$ cat src/rtl/wb_port_arbiter.sv
// Writeback port arbiter: shares the single register-file write port among
// the EXU result producers (0=ALU, 1=MUL, 2=DIV, 3=LSU) with round-robin
// selection, a registered exu_wb_* bus, backpressure and a contention counter.
module wb_port_arbiter #(
    parameter int XLEN    = 32,
    parameter int NUM_REQ = 4,
    parameter int TAG_W   = 8,
    parameter int CNT_W   = 32
) (
    input  logic                     clk,
    input  logic                     rst_n,
    input  logic [NUM_REQ-1:0]       req_valid,
    input  logic [NUM_REQ*XLEN-1:0]  req_data,
    input  logic [NUM_REQ*5-1:0]     req_rd_addr,
    input  logic [NUM_REQ*TAG_W-1:0] req_tag,
    output logic [NUM_REQ-1:0]       req_ready,
    output logic [XLEN-1:0]          exu_wb_data,
    output logic [4:0]               exu_wb_rd_addr,
    output logic                     exu_wb_rd_wr_en,
    output logic [TAG_W-1:0]         exu_wb_tag,
    output logic                     wb_busy,
    output logic [CNT_W-1:0]         contention_cnt
);

    localparam int PTR_W = (NUM_REQ > 1) ? $clog2(NUM_REQ) : 1;

    logic [PTR_W-1:0] rr_ptr_q, rr_ptr_d;
    logic             wr_en_q, wr_en_d;
    logic [XLEN-1:0]  data_q, data_d;
    logic [4:0]       rd_q, rd_d;
    logic [TAG_W-1:0] tag_q, tag_d;
    logic [CNT_W-1:0] cnt_q, cnt_d;

    logic [NUM_REQ-1:0] cand;
    logic [NUM_REQ-1:0] x0_req;
    logic [NUM_REQ-1:0] grant;
    logic               grant_vld;
    logic [PTR_W-1:0]   grant_idx;
    logic [XLEN-1:0]    sel_data;
    logic [4:0]         sel_rd;
    logic [TAG_W-1:0]   sel_tag;

    // Split valid requests into port candidates and x0 results that are simply drained
    always_comb begin
        cand   = '0;
        x0_req = '0;
        for (int i = 0; i < NUM_REQ; i++) begin
            cand[i]   = req_valid[i] && (req_rd_addr[i*5 +: 5] != 5'd0);
            x0_req[i] = req_valid[i] && (req_rd_addr[i*5 +: 5] == 5'd0);
        end
    end

    // Round-robin pick: first candidate at or above rr_ptr, wrapping around
    always_comb begin
        int idx;
        idx       = 0;
        grant     = '0;
        grant_vld = 1'b0;
        grant_idx = '0;
        sel_data  = '0;
        sel_rd    = '0;
        sel_tag   = '0;
        for (int k = 0; k < NUM_REQ; k++) begin
            idx = int'(rr_ptr_q) + k;
            if (idx >= NUM_REQ) idx = idx - NUM_REQ;
            if (!grant_vld && cand[idx]) begin
                grant_vld  = 1'b1;
                grant[idx] = 1'b1;
                grant_idx  = PTR_W'(idx);
                sel_data   = req_data[idx*XLEN +: XLEN];
                sel_rd     = req_rd_addr[idx*5 +: 5];
                sel_tag    = req_tag[idx*TAG_W +: TAG_W];
            end
        end
    end

    // Ready depends only on the current inputs and rr_ptr, never on the output register
    assign req_ready = x0_req | grant;
    assign wb_busy   = |(cand & ~grant);

    // Next-state: load the winner's slice, advance the pointer past it, count contention
    always_comb begin
        wr_en_d  = grant_vld;
        data_d   = data_q;
        rd_d     = rd_q;
        tag_d    = tag_q;
        rr_ptr_d = rr_ptr_q;
        cnt_d    = cnt_q;
        if (grant_vld) begin
            data_d   = sel_data;
            rd_d     = sel_rd;
            tag_d    = sel_tag;
            rr_ptr_d = (grant_idx == PTR_W'(NUM_REQ - 1)) ? '0 : grant_idx + 1'b1;
        end
        if (wb_busy && (cnt_q != '1)) begin
            cnt_d = cnt_q + 1'b1;
        end
    end

    // State registers; reset drops any in-flight writeback
    always_ff @(posedge clk) begin
        if (!rst_n) begin
            rr_ptr_q <= '0;
            wr_en_q  <= 1'b0;
            data_q   <= '0;
            rd_q     <= '0;
            tag_q    <= '0;
            cnt_q    <= '0;
        end else begin
            rr_ptr_q <= rr_ptr_d;
            wr_en_q  <= wr_en_d;
            data_q   <= data_d;
            rd_q     <= rd_d;
            tag_q    <= tag_d;
            cnt_q    <= cnt_d;
        end
    end

    assign exu_wb_data     = data_q;
    assign exu_wb_rd_addr  = rd_q;
    assign exu_wb_rd_wr_en = wr_en_q;
    assign exu_wb_tag      = tag_q;
    assign contention_cnt  = cnt_q;

endmodule

$ cat config.mk
export PLATFORM = sky130hd
export DESIGN_NAME = wb_port_arbiter
export DESIGN_NICKNAME = d
export VERILOG_FILES = /design/src/rtl/wb_port_arbiter.sv
export SDC_FILE = /design/constraint.sdc
export NUM_CORES = 1
export LEC_CHECK = 0
export ABC_AREA = 1
export BUFFER_PORTS_ARGS = -buffer_cell sky130_fd_sc_hd__buf_2
export CORE_ASPECT_RATIO = 1.75
export CORE_MARGIN = 4
export CORE_UTILIZATION = 40
export CTS_CLUSTER_DIAMETER = 40
export DETAILED_ROUTE_END_ITERATION = 7
export PLACE_DENSITY = 0.61
export SLEW_MARGIN = 20
export SYNTH_ARGS = -nofsm -noshare
export SYNTH_HDL_FRONTEND = slang
export SYNTH_SLANG_ARGS = --single-unit
$ cat constraint.sdc
create_clock -name clk -period 9.74 [get_ports clk]
set_input_delay 1.948 -clock clk [delete_from_list [all_inputs] [get_ports clk]]
set_output_delay 1.948 -clock clk [all_outputs]
set_load 0.01 [all_outputs]
==> metrics.txt <==
wire per inst 20.0 um; port bufs 268; DRT Wirelength 47,000 um; Cell Int Power 1.49 mW; CP Class in -> out; ys flop type dfxtp_1; Crit path required time 7.79 ns; #FFs+latches synth 80; Switching Fraction 58.9%; WP data arrival 5.16 ns; # DRC 0; core area 24,800 um^2; clock power share 11.1%; drt pass-1 iters 6; cts hold-fix bufs 0; crit-path cells buf_2, nor2_1, nand3_2, nand3_1, nand2_1, nand2_2, nand2_1, buf_4, inv_2, nand3_4, nor2_1, nor2_1, nand3_1, nand2_2, inv_2, nand2_4, buf_2; sw power 2.13 mW; RSZ-0062 raised after global routing false; die area 28,000 um^2; Post-Route Utilization 47.7%; run status complete, no violations; max_slew headroom 20.4%; Cell Rows 76; post-synthesis sequential area ratio 15.8%; vias in the first global route 12,727; final setup skew 0.00646 ns; initial antenna violation count 16; Critical Path End Type primary output; hold crit path type reg -> reg; R2R setup slack 4.67 ns; P&R area growth vs syn 17.0%; cell count after placement 2,318; number of hold violations in the final report 0; Reg power frac 13.6%; Initial Util 40.8%; CTS clock-pin slew for the worst setup and hold paths 0.07 ns; setup bufs post-CTS 0; First DRT Iteration DRCs 1,039; ys async rst share 0%; final net count 2,219; Ports 269; Die Span X 128 um; met2 wire length 24,200 um; GR Overflow Total 0; Final Non-Filler Cells 2,351; WL met1 16,300 um; Yosys top cell area share 22.0%; DR vias/cell 5.71; Yosys cell types 48; CP Launch Point req_rd_addr[16]; die height 218 um; Pwr per Cell Area 305 nW/um^2; H-tree levels 3; Worst Max-Slew Pin Slew 1.18 ns; # resized after CTS 0; CTS Buffer Depth 2; crit-path max FO 31; TritonCTS buffer count 9; Final min period 7.11 ns; crit-path most repeated cell nor2_1; Max Freq 141 MHz; syn avg cell area 5.49 um^2; layout cell share with drive strength beyond 1 17.2%; max-slew violations 0; clock insertion delay at the later pin of the skew report 0.36 ns; Syn Std Cell Area 10,100 um^2; final worst slack 2.63 ns; combinational share of power 75.3%; CTS tree yes; Final HPWL DP 35,500 um; gpl congestion 1.08; Area contributors post-synth nand2_1 22%, dfxtp_1 16%, o21ai_0 10%; VDD IR max 0.337 mV; WL met3 3020 um; Top Metal Used met4; Sink Count 80; Root Buffer Master clkbuf_16; Vias 13,427; Worst path max stage delay 0.57 ns; Place WS 2.73 ns; Largest delay share family, worst path simple AND/OR/NAND/NOR gates; Final Setup Violations 0; final worst path period share 72.9%; DRT antenna net count 0; Fin Setup TNS 0 ns; EDFF count, synth 0; slowest stage cell, crit path inv_2; syn_nets 2,045; CP Launch Type input port; first-pass GRT wire length 70,700 um; buffers and inverters on the worst path 5; cell taking the most area after synthesis nand2_1; Cells after Synth 1,843; all-layer global routing usage 32.5%; largest net degree at the start of global routing 131; hold path start exu_wb_tag[3]; Leak 5.51 nW; synth warn 0; maxcap violations 0
==> power groups by stage <==
stage	clock network, mW	logic, mW	registers (mW)
global route	0.417	3.01	0.501
global placement	0	2.67	0.497
CTS	0.406	2.69	0.492
detailed placement	0	2.68	0.498
finish	0.400	2.72	0.493
floorplan	0	1.92	0.484
==> worst reg2reg max path, stage by stage, from the launching register on <==
cell,delay (ns)
dfxtp_4,0.85
inv_2,0.26
buf_4,0.47
nand3_2,0.25
nand2_1,0.09
nand2_1,0.08
nand2_1,0.06
buf_4,0.25
inv_2,0.59
nand2_1,0.45
nor2_2,0.99
o21ai_0,0.27
o21ai_0,0.16
a211oi_1,0.07
a31oi_1,0.14
==> routing by layer <==
layer	vias to the layer above	GRT usage (%)
met5	-	0
met4	0	22.1
met3	180	5.45
met2	597	58.9
met1	6116	33.3
li1	6534	-
==> synth_stat cells (27+ instances only) <==
cell / count
dfxtp_1: 80
nor3_1: 43
mux2i_1: 27
o21ai_0: 204
nand3_1: 93
nand2_1: 594
clkbuf_1: 79
a21oi_1: 105
inv_1: 149
nor2_1: 164
==> final timing paths <==
check,to,depth (start not counted)
max,wb_busy,17
min,exu_wb_tag[3],2
min reg2reg,exu_wb_tag[3],2
max reg2reg,exu_wb_data[7],14
==> layout by cell type, fill, tap and decap left out, types with 4 or more instances in the layout <==
master / synthesis / final
mux2i_1: 27 / 27
nor4_1: 7 / 7
nand3_1: 93 / 93
clkbuf_16: 0 / 10
buf_4: 1 / 16
diode_2: 0 / 17
nand2_1: 594 / 594
a41oi_1: 7 / 7
nand4_1: 25 / 25
nor2_2: 6 / 5
o31ai_1: 4 / 4
nand3_2: 14 / 14
xor2_1: 25 / 25
nor3_1: 43 / 43
nand2_2: 6 / 6
inv_1: 149 / 147
nor2_4: 1 / 4
o22ai_1: 22 / 22
xnor2_1: 8 / 8
a221oi_1: 4 / 4
nor2_1: 164 / 162
o21ai_0: 204 / 204
a211oi_1: 15 / 15
o2111ai_1: 19 / 19
ha_1: 15 / 14
dfxtp_1: 80 / 78
a31oi_1: 25 / 25
o21a_1: 5 / 5
a21oi_1: 105 / 105
buf_2: 23 / 268
o211ai_1: 17 / 17
inv_2: 6 / 9
a22oi_1: 11 / 11
==> kinds of logic (layout without fill, tap and decap cells) <==
| kind of cell | count (synthesis) | count (layout) | synth area share, % |
|---|---|---|---|
| xor+xnor | 33 | 33 | 2.85 |
| simple gates | 958 | 958 | 39.5 |
| other cells | 0 | 17 | 0 |
| fa+ha+maj | 16 | 16 | 2.05 |
| flops | 80 | 80 | 15.8 |
| buf+inv | 278 | 457 | 11.2 |
| mux | 27 | 27 | 2.67 |
| compound gates | 451 | 451 | 25.9 |
==> stage by stage <==
step           hold WS (ns)  power [mW]  instance area [um^2]
3_5_place_dp          0.439        3.18                 11500
3_3_place_gp          0.437        3.17                 11500
5_1_grt               0.475        3.93                 11800
2_1_floorplan         0.474        2.40                 10100
6_report              0.455        3.61                 11800
4_1_cts               0.454        3.58                 11800
==> layout make-up <==
class                           instances  area [um^2]
Clock inverter                          6         88.8
Antenna cell                           17         42.5
Fill cell                            2732        13000
Tap cell                              312          390
Clock buffer                           10          250
Timing Repair Buffer                  284         1460
Sequential cell                        80         1610
Inverter                              157          589
Multi-Input combinational cell       1485         7420
==> registers in the layout, summed over array words and instances, names as in the netlist, named ones only <==
| signal | flops |
|---|---|
| exu_wb_rd_addr | 5 |
| exu_wb_rd_wr_en | 1 |
| contention_cnt | 32 |
| exu_wb_data | 32 |
| exu_wb_tag | 8 |
| rr_ptr_q | 1 |
Power figures use the tool's default switching activity.
